--- src/rtl/imm_decode_stage.sv ---
// Immediate-generation stage: decodes a 32-bit instruction into a sign-extended
// XLEN immediate behind a 2-entry skid buffer. Define IMM_GEN_ZICSR_EN to decode CSR zimm (fmt 5).
module imm_decode_stage #(
   parameter int XLEN  = 32,
   parameter int TAG_W = 32,
   parameter int CNT_W = 8
) (
   input  logic             CLK,
   input  logic             RST_N,
   input  logic             flush,
   input  logic             in_valid,
   output logic             in_ready,
   input  logic [31:0]      in_ir,
   input  logic [TAG_W-1:0] in_tag,
   output logic             out_valid,
   input  logic             out_ready,
   output logic [XLEN-1:0]  out_imm,
   output logic [2:0]       out_fmt,
   output logic             out_illegal,
   output logic [31:0]      out_ir,
   output logic [TAG_W-1:0] out_tag,
   output logic [CNT_W-1:0] ill_cnt
);

   if (XLEN != 32 && XLEN != 64) begin : g_badXlen
      $error("imm_decode_stage: XLEN must be 32 or 64");
   end

   localparam logic [2:0] FMT_I    = 3'd0;
   localparam logic [2:0] FMT_S    = 3'd1;
   localparam logic [2:0] FMT_B    = 3'd2;
   localparam logic [2:0] FMT_U    = 3'd3;
   localparam logic [2:0] FMT_J    = 3'd4;
   localparam logic [2:0] FMT_Z    = 3'd5;
   localparam logic [2:0] FMT_NONE = 3'd7;

   typedef enum logic [1:0] {EMPTY, ONE, TWO} state_t;

   typedef struct packed {
      logic [XLEN-1:0]  imm;
      logic [2:0]       fmt;
      logic             illegal;
      logic [31:0]      ir;
      logic [TAG_W-1:0] tag;
   } entry_t;

   localparam entry_t RESET_ENTRY = '{imm: '0, fmt: FMT_NONE, illegal: 1'b0, ir: '0, tag: '0};

   state_t           state_q, state_d;
   logic             inReady_q, inReady_d;
   entry_t           main_q, main_d;
   entry_t           skid_q, skid_d;
   logic [CNT_W-1:0] illCnt_q, illCnt_d;

   logic [31:0]      iImm, sImm, bImm, uImm, jImm, zImm, imm32;
   logic [2:0]       decFmt;
   logic             decIllegal;
   entry_t           decEntry;
   logic             inHs, outHs;

   // Every format is first built as a 32-bit value whose bit 31 is the sign,
   // so one signed cast covers both XLEN widths.
   assign iImm = {{20{in_ir[31]}}, in_ir[31:20]};
   assign sImm = {{20{in_ir[31]}}, in_ir[31:25], in_ir[11:7]};
   assign bImm = {{19{in_ir[31]}}, in_ir[31], in_ir[7], in_ir[30:25], in_ir[11:8], 1'b0};
   assign uImm = {in_ir[31:12], 12'b0};
   assign jImm = {{11{in_ir[31]}}, in_ir[31], in_ir[19:12], in_ir[20], in_ir[30:21], 1'b0};
   assign zImm = {27'b0, in_ir[19:15]};

   always_comb begin
      imm32      = '0;
      decFmt     = FMT_NONE;
      decIllegal = 1'b0;
      case (in_ir[6:0])
         7'b0010011, 7'b0000011, 7'b1100111, 7'b0001111: begin
            decFmt = FMT_I;
            imm32  = iImm;
         end
         7'b0100011: begin decFmt = FMT_S; imm32 = sImm; end
         7'b1100011: begin decFmt = FMT_B; imm32 = bImm; end
         7'b0110111, 7'b0010111: begin decFmt = FMT_U; imm32 = uImm; end
         7'b1101111: begin decFmt = FMT_J; imm32 = jImm; end
         7'b0110011: decFmt = FMT_NONE;
         7'b1110011: begin
`ifdef IMM_GEN_ZICSR_EN
            if (in_ir[14]) begin
               decFmt = FMT_Z;
               imm32  = zImm;
            end else begin
               decFmt = FMT_I;
               imm32  = iImm;
            end
`else
            decFmt = FMT_I;
            imm32  = iImm;
`endif
         end
         // Every recognised opcode ends in 2'b11, so this also catches compressed encodings.
         default: decIllegal = 1'b1;
      endcase
   end

   assign decEntry = '{imm: XLEN'($signed(imm32)), fmt: decFmt, illegal: decIllegal,
                       ir: in_ir, tag: in_tag};

   assign out_valid = (state_q != EMPTY);
   assign inHs      = in_valid && inReady_q;
   assign outHs     = out_valid && out_ready;

   always_comb begin
      state_d  = state_q;
      main_d   = main_q;
      skid_d   = skid_q;
      illCnt_d = illCnt_q;
      if (flush) begin
         state_d = EMPTY;
      end else begin
         if (inHs && decIllegal && (illCnt_q != '1)) begin
            illCnt_d = illCnt_q + CNT_W'(1);
         end
         case (state_q)
            EMPTY: begin
               if (inHs) begin
                  state_d = ONE;
                  main_d  = decEntry;
               end
            end
            ONE: begin
               if (inHs && outHs) begin
                  main_d = decEntry;
               end else if (inHs) begin
                  state_d = TWO;
                  skid_d  = decEntry;
               end else if (outHs) begin
                  state_d = EMPTY;
               end
            end
            TWO: begin
               if (outHs) begin
                  state_d = ONE;
                  main_d  = skid_q;
               end
            end
            default: state_d = EMPTY;
         endcase
      end
      inReady_d = (state_d != TWO);
   end

   always_ff @(posedge CLK or negedge RST_N) begin
      if (!RST_N) begin
         state_q   <= EMPTY;
         inReady_q <= 1'b1;
         main_q    <= RESET_ENTRY;
         skid_q    <= RESET_ENTRY;
         illCnt_q  <= '0;
      end else begin
         state_q   <= state_d;
         inReady_q <= inReady_d;
         main_q    <= main_d;
         skid_q    <= skid_d;
         illCnt_q  <= illCnt_d;
      end
   end

   assign in_ready    = inReady_q;
   assign out_imm     = main_q.imm;
   assign out_fmt     = main_q.fmt;
   assign out_illegal = main_q.illegal;
   assign out_ir      = main_q.ir;
   assign out_tag     = main_q.tag;
   assign ill_cnt     = illCnt_q;

endmodule
--- config.mk ---
export PLATFORM = sky130hd
export DESIGN_NAME = imm_decode_stage
export DESIGN_NICKNAME = d
export VERILOG_FILES = /design/src/rtl/imm_decode_stage.sv
export SDC_FILE = /design/constraint.sdc
export NUM_CORES = 1
export LEC_CHECK = 0
export CAP_MARGIN = 5
export CORE_MARGIN = 4
export CORE_UTILIZATION = 45
export DETAILED_ROUTE_END_ITERATION = 12
export MAX_ROUTING_LAYER = met4
export PLACE_DENSITY = 0.71
export SLEW_MARGIN = 10
export SYNTH_ARGS = -nofsm -noshare
export SYNTH_HDL_FRONTEND = slang
export SYNTH_SLANG_ARGS = --single-unit
export TNS_END_PERCENT = 5
--- constraint.sdc ---
create_clock -name CLK -period 2.5 [get_ports CLK]
set_input_delay 0.5 -clock CLK [delete_from_list [all_inputs] [get_ports CLK]]
set_output_delay 0.5 -clock CLK [all_outputs]
set_load 0.01 [all_outputs]
==> summary.md <==
| Metric | Value |
|---|---|
| Core Region | `slightly above 0.02 mm^2` |
| Largest net degree at the start of global routing | `slightly above 70` |
| Period utilisation layout | `0.9037` |
| # fillers | `between 1500 and 2000` |
| Pleak | `5.475 nW` |
| Die ar. | `0.02303 mm^2` |
| TritonCTS clock tree | `yes` |
| Setup-failing EPs final | `0` |
| Worst Skew | `between 0.01 and 0.015 ns` |
| Syn_nets | `between 1000 and 1500` |
| Vias in the first global route | `approximately 7700` |
| R2r endpoint | `skid_q[81]$_DFFE_PN0P_` |
| Clk slew on worst S/H paths | `0.06 ns` |
| Most used DFF post-synth | `dfrtp_1` |
| Initial antenna violation count | `0` |
| Seq. cell area | `about 0.0053 mm^2` |
| Post-layout worst setup margin | `0.2407 ns` |
| Drt total wl | `24.47 mm` |
| WP data required | `roughly 2.0 ns` |
| First-pass GRT wire length | `between 30 and 40 mm` |
| Total Routing Usage GR | `0.2198` |
| DP Area | `0.01158 mm^2` |
| Detailed Place HPWL | `~17 mm` |
| Antenna cells | `0` |
| Hold path cells | `2` |
| VDD IR max | `0.5130 mV` |
| Worst r2r src | `state_q[1]$_DFF_PN0_` |
| Slew Viols, Final | `0` |
| Top cell type's share of synthesized area | `0.5488` |
| Final Hold Fails | `0` |
| EDFF count, synth | `0` |
| Crit path max fanout | `6` |
| CP peak stage delay | `approximately 0.48 ns` |
| Worst slew margin | `0.4626` |
| Mapped Avg Cell Area | `between 8 and 9 um^2` |
| CTS max path bufs | `3` |
| Crit path DAT | `1.76 ns` |
| RSZ-0062 raised after global routing | `false` |
| WHS | `~0.45 ns` |
| Worst hold start | `skid_q[66]$_DFFE_PN1P_` |
| Worst-path cell chain | `or2_2, clkdlybuf4s50_1` |
| Site row count | `52` |
| Yosys warns | `0` |
| Via count | `between 7000 and 8000` |
| Worst min path class | `reg2reg` |
| Final net count | `1290` |
| CTS Root Cell | `clkbuf_16` |
| Maximum clock rate | `roughly 0.44 GHz` |
| Synth cell types | `between 60 and 70` |
| Critical path endpoint category | `primary output` |
| Power per cell area | `around 830 mW/mm^2` |
| Total negative setup slack | `0 ns` |
| First-pass DRT Iterations | `5` |
| Fraction of registers with async set/reset | `1.000` |
| Type of origin of the critical path | `flip-flop` |
| WS Path Type | `reg2out` |
| Iter 0 DRT Violations | `approximately 450` |
| Synth top area cells | `dfrtp_1, nand2_1, nor2_1` |
| Via density | `5.236` |
| Gr ovfl total | `0` |
| R2R setup slack | `approximately 0.52 ns` |
| Max-cap violation count | `0` |
| Clk_lat worst skew | `approximately 0.50 ns` |
| TritonCTS Sinks | `roughly 210` |
| Global placement routability congestion | `0.8467` |
| Starting Density | `0.4582` |
| Crit path max-delay cell type | `clkdlybuf4s50_1` |
| Ports | `~180` |
| Multi-input combinational cell area | `roughly 0.0037 mm^2` |
| Wire per inst | `roughly 16 um` |
| Floorplan die height | `around 150 um` |
| Synthesized cell area | `a little over 0.009 mm^2` |
| Period minus WS final | `approximately 2.3 ns` |
| Cell taking the most area after synthesis | `dfrtp_1` |
| R2R depth | `5` |
| Post-Synthesis Cells | `roughly 1000` |
| CTS Buf Count | `23` |
| DRC viols | `0` |
| # H-tree levels | `1` |
| Seq/Total Area, Yosys | `0.5686` |
| Placed insts | `1464` |
| Hold-critical path endpoint | `skid_q[66]$_DFFE_PN1P_` |
| Tightest Pin Transition | `a little over 0.8 ns` |
| Finished Cell Area | `approximately 0.012 mm^2` |
| Die Wd | `about 150 um` |
| Detail Route Antenna Nets | `0` |
| Share of cells above drive strength 1 | `0.08657` |
| Pre-CTS setup slack | `-0.03158 ns` |
| Area delta synth->final | `32.57%` |
| Status | `finished, final reports clean` |
| Flops & latches, synth | `approximately 210` |
| Port bufs | `178` |
| Post-Layout Cell Count | `1506` |
synth_stat cells (2+ instances only):
cell / number
and3_1: 3
buf_2: 29
nand3_1: 3
a21o_1: 2
a221oi_2: 2
o21ai_2: 2
buf_4: 4
xnor2_1: 3
a31oi_1: 66
a22o_1: 6
or2_2: 2
nor2b_1: 4
nand2_1: 361
nor2_1: 136
nor2_2: 2
clkbuf_1: 24
nor3_1: 28
a211oi_1: 26
xor2_1: 6
and2_1: 5
a221oi_1: 5
nor3b_1: 3
nand4_1: 3
a22oi_1: 4
buf_1: 11
a21oi_1: 29
a21oi_2: 3
inv_1: 2
dfrtp_1: 204
buf_6: 2
nand4bb_1: 2
and2b_1: 2
and3b_1: 2
dfstp_2: 7
o21ai_0: 17
nand2b_1: 6
per-layer routing:
layer	up-vias	share of wire	GRT usage
li1	3841	-	-
met1	3801	0.46	0.3156
met2	210	0.46	0.3316
met3	33	0.061	0.03688
met4	0	0.017	0.04987
met5	-	0	-
state kept, by name, summed over array words and instances (netlist names):
| name | flops |
|---|---|
| out_tag | 32 |
| state_q | 2 |
| in_ready | 1 |
| out_illegal | 1 |
| ill_cnt | 8 |
| out_imm | 32 |
| out_ir | 32 |
| skid_q | 100 |
| out_fmt | 3 |
worst max-delay path, delay by kind of cell (launching register included):
family / cells / cell delay [ns]
buffers and inverters: 1 / 0.48
flip-flops: 1 / 0.45
AND/OR/NAND/NOR: 1 / 0.32
layout by cell type (no fill, tap or decap), types with 6 or more instances in the layout:
| cell type | n |
|---|---|
| a22o_1 | 6 |
| a21oi_1 | 29 |
| a31oi_1 | 66 |
| nor3_1 | 28 |
| buf_4 | 32 |
| nand2_1 | 361 |
| dfrtp_1 | 204 |
| clkbuf_16 | 23 |
| xor2_1 | 6 |
| buf_12 | 11 |
| o21ai_0 | 17 |
| nor2_1 | 136 |
| clkdlybuf4s50_1 | 177 |
| a211oi_1 | 26 |
| clkbuf_1 | 8 |
| dfstp_2 | 7 |
through the flow:
stage	utilization	power, W
floorplan	-	0.005686
global placement	0.5705	0.006907
detailed placement	0.5705	0.006977
CTS	0.6074	0.01035
global route	0.6074	0.01081
finish	0.6074	0.01025
cell families after synthesis:
family	after synthesis	share of synthesized area
adder cells (fa/ha/maj)	2	0.002421
flip-flops	211	0.5686
multiplexers	1	0.001211
buffers and inverters	72	0.03619
AND/OR/NAND/NOR	571	0.2521
XOR/XNOR	9	0.008475
AO/OA/AOI/OAI	177	0.1310
how the worst max path moves through the flow:
stage	from	endpoint	slack, ns	cells after the start
6_report	state_q[1]$_DFF_PN0_	out_valid	0.24	2
5_1_grt	state_q[1]$_DFF_PN0_	out_valid	0.18	2
4_1_cts	state_q[1]$_DFF_PN0_	out_valid	0.22	2
3_5_place_dp	in_ir[2]	skid_q[81]$_DFFE_PN0P_	-0.03	6
3_3_place_gp	in_ir[2]	skid_q[87]$_DFFE_PN0P_	0.04	6
2_1_floorplan	in_ir[2]	ill_cnt[1]$_DFFE_PN0P_	0.66	6
repair_timing:
action                                 4_1_cts  5_1_grt
setup endpoints to repair                    0        0
hold buffers                                 1        0
resized for setup                            0        0
endpoints found under the hold margin       28        0
buffers inserted                             0        0
area by class of cell:
type	count	area share
clock inverters	6	0.006494
clock buffers	35	0.05358
well taps	270	0.02740
flip-flops and latches	211	0.4289
repair buffers	222	0.1831
inverters	2	0.0006088
multi-input cells	760	0.2999
power breakdown:
group / internal [W] / leakage [nW] / switching, W
clock network: 0.00202 / 0.366 / 0.00132
logic: 0.00119 / 2.57 / 0.00105
registers: 0.00420 / 2.54 / 0.000464
No activity file was read; power rests on OpenSTA's default activity.
